File: src/rtl/crc16_frame_tx.sv
// Gen2 reader TX framer: serialises a command MSB-first
// onto a valid/ready bit stream, optionally closing with ~CRC-16.
module crc16_frame_tx #(
  parameter int MAX_BITS = 64,
  parameter int LEN_W    = $clog2(MAX_BITS + 1)
) (
  input  logic                clk,
  input  logic                rst_n,
  input  logic                start,
  input  logic [MAX_BITS-1:0] cmd,
  input  logic [LEN_W-1:0]    cmd_len,
  input  logic                crc_en,
  input  logic                abort,
  output logic                busy,
  output logic                done,
  output logic                bit_out,
  output logic                bit_vld,
  input  logic                bit_rdy,
  output logic                crc_rst,
  output logic                crc_data,
  output logic                crc_vld,
  input  logic [15:0]         crc_val
);

  typedef enum logic [1:0] {
    IDLE,
    PRE,
    DATA,
    CRC
  } state_t;

  state_t              state;
  state_t              state_n;
  logic [MAX_BITS-1:0] shreg;
  logic [LEN_W-1:0]    cnt;
  logic [LEN_W-1:0]    len_c;
  logic [3:0]          idx;
  logic                ce_q;
  logic                done_n;
  logic                xfer;

  assign len_c = (cmd_len > LEN_W'(MAX_BITS)) ? LEN_W'(MAX_BITS) : cmd_len;

  // abort wins over a handshake: that bit is treated as never sent
  assign xfer = bit_vld & bit_rdy & ~abort;

  // next-state and done decision
  always_comb begin
    state_n = state;
    done_n  = 1'b0;
    unique case (state)
      IDLE: begin
        if (start) state_n = PRE;
      end
      PRE: begin
        if (abort) begin
          state_n = IDLE;
        end else if (cnt != '0) begin
          state_n = DATA;
        end else if (ce_q) begin
          state_n = CRC;
        end else begin
          state_n = IDLE;
          done_n  = 1'b1;
        end
      end
      DATA: begin
        if (abort) begin
          state_n = IDLE;
        end else if (xfer && cnt == LEN_W'(1)) begin
          state_n = ce_q ? CRC : IDLE;
          done_n  = ~ce_q;
        end
      end
      CRC: begin
        if (abort) begin
          state_n = IDLE;
        end else if (xfer && idx == 4'd15) begin
          state_n = IDLE;
          done_n  = 1'b1;
        end
      end
      default: state_n = IDLE;
    endcase
  end

  // state, shift register, counters and done pulse
  always_ff @(posedge clk or negedge rst_n) begin
    if (!rst_n) begin
      state <= IDLE;
      shreg <= '0;
      cnt   <= '0;
      idx   <= '0;
      ce_q  <= 1'b0;
      done  <= 1'b0;
    end else begin
      state <= state_n;
      done  <= done_n;
      if (state == IDLE && start) begin
        shreg <= cmd << (MAX_BITS - 32'(len_c));
        cnt   <= len_c;
        ce_q  <= crc_en;
      end
      if (state == DATA && xfer) begin
        shreg <= shreg << 1;
        cnt   <= cnt - LEN_W'(1);
      end
      if (state == PRE) idx <= '0;
      if (state == CRC && xfer) idx <= idx + 4'd1;
    end
  end

  // outputs decode straight from state so reset clears them at once
  always_comb begin
    busy     = (state != IDLE);
    bit_vld  = (state == DATA) | (state == CRC);
    crc_rst  = (state == PRE);
    crc_data = (state == DATA) & shreg[MAX_BITS-1];
    crc_vld  = (state == DATA) & xfer;
    bit_out  = 1'b0;
    if (state == DATA) bit_out = shreg[MAX_BITS-1];
    if (state == CRC)  bit_out = ~crc_val[4'd15 - idx];
  end

endmodule
File: config.mk
export PLATFORM = sky130hd
export DESIGN_NAME = crc16_frame_tx
export DESIGN_NICKNAME = d
export VERILOG_FILES = /design/src/rtl/crc16_frame_tx.sv
export SDC_FILE = /design/constraint.sdc
export NUM_CORES = 1
export LEC_CHECK = 0
export CAP_MARGIN = 20
export CELL_PAD_IN_SITES_DETAIL_PLACEMENT = 0
export CELL_PAD_IN_SITES_GLOBAL_PLACEMENT = 2
export CORE_MARGIN = 2
export CORE_UTILIZATION = 35
export DETAILED_ROUTE_END_ITERATION = 7
export HOLD_SLACK_MARGIN = 0.08
export PLACE_DENSITY = 0.87
export SLEW_MARGIN = 10
export SYNTH_ARGS = -nofsm -noshare
export SYNTH_HDL_FRONTEND = slang
export SYNTH_SLANG_ARGS = --single-unit
File: constraint.sdc
create_clock -name clk -period 3.1 [get_ports clk]
set_clock_uncertainty 0.05 [all_clocks]
set_input_delay 0.465 -clock clk [delete_from_list [all_inputs] [get_ports clk]]
set_output_delay 0.465 -clock clk [all_outputs]
set_load 0.005 [all_outputs]
======== Word-level counts from Yosys, hierarchy flattened ========
Index checks and enable logic that the tools add are counted.
word-level totals
  register bits after elaboration ......... 79
  output and inout port bits .............. 7
operators by class
  add/subtract/negate cells ............... 4
  $lt $le $gt $ge ......................... 2
  eq/ne operators ......................... 8
  shifts and indexed selects .............. 1
  mux-type cells .......................... 28
  bitwise operators ....................... 8
  reduce and logical (&&, ||, !) cells .... 11
operator list
  kind                 number
  $mux 64              2
  $shl 64x32->64       1
  $mux 7               3
  $mux 2               8
  $mux 1               10
  $mux 4               2
  $pmux 2 s4           1
  $sub 7x7->8 const A  1
  $eq 7x1->1 const B   1
  $gt 7x7->1 const B   1
  $reduce_bool 7->1    1
  $sub 7x1->7 const B  1
  $ne 3x3->1 const B   2
  $reduce_bool 2->1    3
  $logic_and 1x1->1    5
  $lt 4x5->1 const B   1
  $add 4x1->4 const B  1
  $and 1x1->1          4
  $bmux 1 s4           1
  $eq 2x2->1 const B   2
  $eq 4x4->1 const B   1
  $sub 4x4->4 const A  1
  $not 1->1            3
  $pmux 1 s3           1
  5 further kinds      5

======== Logic depth before layout (Yosys ltp) ========
  depth after elaboration ................. 8
  mapped depth ............................ 15
  mapped depth without buffers ............ 10

======== Worst setup path after synthesis ========
No wires, ideal clock.
  path kind ............................... input port to flip-flop
  start point ............................. in cmd_len[0]
  end point ............................... reg shreg[42]
  setup time .............................. 0.151 ns
  arrival ................................. 3.232 ns
  data required time ...................... 2.899 ns
  slack ................................... -0.333 ns
  stages .................................. 13
  buffers on the path ..................... 6
  cells stage by stage .................... nor2b_1 > buf_6 > buf_6 > clkinv_1 > ha_1 > buf_2 > buf_2 > buf_2 > buf_1 > mux2i_1 > mux2i_1 > a222oi_1 > o311ai_0
on the way
  longest elaborated chain between the ends .. 6
ends and longest elaborated chain
  what                  line  text
  start, declared       11    input logic [LEN_W-1:0] cmd_len,
  $gt 7x7->1            42    assign len_c = (cmd_len > LEN_W'(MAX_BITS)) ? LEN_W'(MAX_BITS) : cmd_len;
  $mux 7 *              42
  $sub 7x7->8 *         100   shreg <= cmd << (MAX_BITS - 32'(len_c));
  $shl 64x32->64 *      100
  $mux 64 *             99    if (state == IDLE && start) begin
  $mux 64 *             104   if (state == DATA && xfer) begin
  end signal, assigned  100
  end signal, assigned  105   shreg <= shreg << 1;
  end, declared         34    logic [MAX_BITS-1:0] shreg;
Mark *: on every way between the ends. The rest lies on a longest branch, timed or not. The select of a mux whose other input is x is not followed.
A chain may end at the register's enable or synchronous reset.

======== Worst setup path after layout ========
  start point ............................. in cmd_len[1]
  end point ............................... reg shreg[50]
Same word-level chain as after synthesis.

==> results.toml <==
[status]
outcome = "finished, violations left"
violations = "design-rule violations, negative setup slack"

[critical_path]
cp-end-kind = "flip-flop"
worst_ep_required_time_ns = 3.27
start_kind = "input port"
cp_data_arrival_time_ns = 3.28
cp_max_fo = 8
path_class = "input port to flip-flop"

[finish]
syn_to_final_growth_pct = 44.3
num_antenna_cells = 0
final_net_count = 1261
drive_above_1_share_pct = 28.1
postLayoutCellArea_mm2 = 0.0112
fin_util_pct = 51.3

[logic_synthesis]
ys_ff_latch = 79
synth_fp_nets = 977
netlist_instances = 880
avgSynthCellArea_um2 = 8.79
seq_area_frac_synth_pct = 25.6
async_flop_share_pct = 100
synth_edf_count = 0
ys_warn_count = 0
synth.distinct_cells = 69
netlist_area_mm2 = 0.00773
synth_ff_type = "dfrtp_1"

[die]
ioPinCount = 100
die_x_um = 153
core_area_mm2 = 0.0218
die_area_mm2 = 0.0233
die_height_um = 153
floorplan.initialDensity_pct = 35.6
rows = 54

[power]
max-vdd-ir-drop_mv = 0.307
powerDensity_mw_per_mm2 = 569
p_leak_nw = 5.01

[placement]
place_ws_ns = -0.566
place_congestion = 1.02
dp_hpwl_um = 25900
io_buffers = 99
place_area_mm2 = 0.0107

[detailed_routing]
wl_per_cell_um = 22.0
wl_um = 31800
viasPerCell = 5.87
post-route-drc-count = 8
drtPass1Iterations = 8
antenna_left = 0
drtIter0Drc = 774
via_count = 8505

[timing]
tightestPinTransition_ns = 0.728
fin_tns_setup_ns = -0.0114
maxSlewViolCount = 0
fin_ws_ns = -0.0114
layout_worst_path_cycle_share_pct = 100
relSlewSlack_pct = 51.3
setup_viol = 1
hold_violations = 0
finalCriticalPeriod_ns = 3.11
whs_ns = 0.448
rsz0062_at_grt = "no"
fmax_mhz = 321

[global_routing]
grt_max_degree = 39
grt_remaining_overflow = 0
antenna_found_initial = 0
grt_pass1_wl_um = 49200
grt_pass1_vias = 8456
grt_usage_pct = 26.8

[clock_network]
cts_sinks = 79
cts_root_buffer = "clkbuf_16"
clk_pin_slew_worst_paths_ns = 0.06
cts_tree = "built"
clock_path_buffers = 2
cts_buffers = 9
htreeDepth = 3
clk_latency_ns = 0.35

[job]
drv_cap = 0

[hold_path]
hp-class = "flip-flop to flip-flop"
where the power goes:
part           total, mW  switching [mW]  internal [mW]  leakage (nW)
clock               1.09           0.441          0.646         0.146
sequential          1.79           0.326           1.46          1.01
combinational       3.48            1.81           1.67          3.86
cell usage after synthesis (4+ instances only):
cell type / count / area share (%)
a222oi_1: 19 / 2.5
or2_2: 4 / 0.32
nor2_1: 65 / 3.2
ha_1: 4 / 0.65
o22ai_1: 14 / 1.1
nor2b_1: 7 / 0.57
a22oi_1: 45 / 4.4
nand2_1: 105 / 5.1
a31oi_1: 5 / 0.40
nand3_1: 28 / 1.8
a221oi_1: 5 / 0.57
a21oi_1: 35 / 2.3
mux2i_1: 178 / 23
o21ai_0: 55 / 3.6
nor3_1: 17 / 1.1
a221o_1: 4 / 0.52
o211ai_1: 17 / 1.6
o31ai_1: 6 / 0.58
nand4_1: 4 / 0.32
mux2_2: 18 / 2.6
a211oi_1: 4 / 0.39
clkbuf_1: 27 / 1.3
buf_2: 24 / 1.6
dfrtp_1: 79 / 26
mux4_2: 21 / 6.1
inv_1: 10 / 0.49
buf_4: 6 / 0.58
buf_1: 9 / 0.44
kinds of logic (layout without fill, tap and decap cells):
logic type                 after synthesis  count (layout)  synth area share, %
adders and majority gates                4               4                0.647
buffers and inverters                   81             370                 4.80
xor gates and xnor gates                 5               5                0.906
AOI/OAI and AO/OA                      243             243                 21.9
muxes                                  218             218                 32.0
DFF                                     79              79                 25.6
and+or+nand+nor                        250             250                 14.3
layout by cell type (no fill, tap or decap), drive strengths merged, types with 4 or more instances in the layout:
cell	netlist	final
a211oi	4	4
ha	4	4
buf	41	241
a221oi	5	5
nand3	28	28
a21oi	35	35
mux4	21	21
clkdlybuf4s50	0	96
a22oi	45	45
mux2i	178	178
inv	12	13
nor2b	7	7
clkbuf	27	12
o31ai	6	6
dfrtp	79	79
o21ai	56	56
nand4	4	4
o211ai	17	17
nor2	65	65
or2	4	4
mux2	19	19
nand2	105	105
a221o	4	4
a31oi	5	5
a222oi	19	19
o22ai	14	14
nor3	17	17
final timing paths:
path / start / to / slack (ns) / cells past startpoint
min in group asynchronous: rst_n / shreg[13] / 0.58 / 2
setup / recovery: cmd_len[1] / shreg[50] / -0.01 / 12
max in group asynchronous: rst_n / idx[0] / 1.68 / 3
hold / removal: shreg[13] / shreg[13] / 0.45 / 2
setup reg to reg: state[0] / shreg[59] / 0.30 / 8
hold reg to reg: shreg[13] / shreg[13] / 0.45 / 2
worst max-delay path: stages:
cell and delay, ns:
clkdlybuf4s50_1 0.48, nand2b_1 0.10, ha_4 0.23, xnor2_4 0.17
buf_12 0.15, buf_12 0.12, mux2i_1 0.18, mux2i_2 0.51
buf_4 0.20, a2bb2oi_1 0.14, o21ai_0 0.18, o32a_1 0.34
through the flow:
| step | total power, mW | cells |
|---|---|---|
| 5_1_grt | 6.72 | 1449 |
| 3_3_place_gp | 5.10 | 1424 |
| 2_1_floorplan | 3.52 | 880 |
| 6_report | 6.35 | 1449 |
| 4_1_cts | 6.27 | 1442 |
| 3_5_place_dp | 5.14 | 1424 |
sequential cells by signal, summed over array words and instances, names as in the netlist:
signal	cells
ce_q	1
cnt	7
done	1
idx	4
shreg	64
state	2
per-layer routing:
metal  global-route usage [%]  wire, um
met2                     43.1     14600
met5                        0         0
met1                     36.2     13500
met4                     10.2      1150
met3                     4.61      2590
area by class of cell:
cell class                      instances  area, um2
Clock buffer                           11        243
Multi-Input combinational cell        720       5490
Clock inverter                          5       56.3
Tap cell                              280        350
Timing Repair Buffer                  341       2990
Inverter                               13       53.8
Sequential cell                        79       1980
Fill cell                            2115      10600
repair_timing:
action | 4_1_cts | 5_1_grt
hold endpoints to repair | 36 | 0
pin swaps | 0 | 3
setup buffers | 1 | 6
endpoints found under the setup margin | 18 | 42
gates resized for setup | 9 | 9
hold buffers | 1 | 0
cloned | 0 | 1
(Power assumes the default switching activity.)
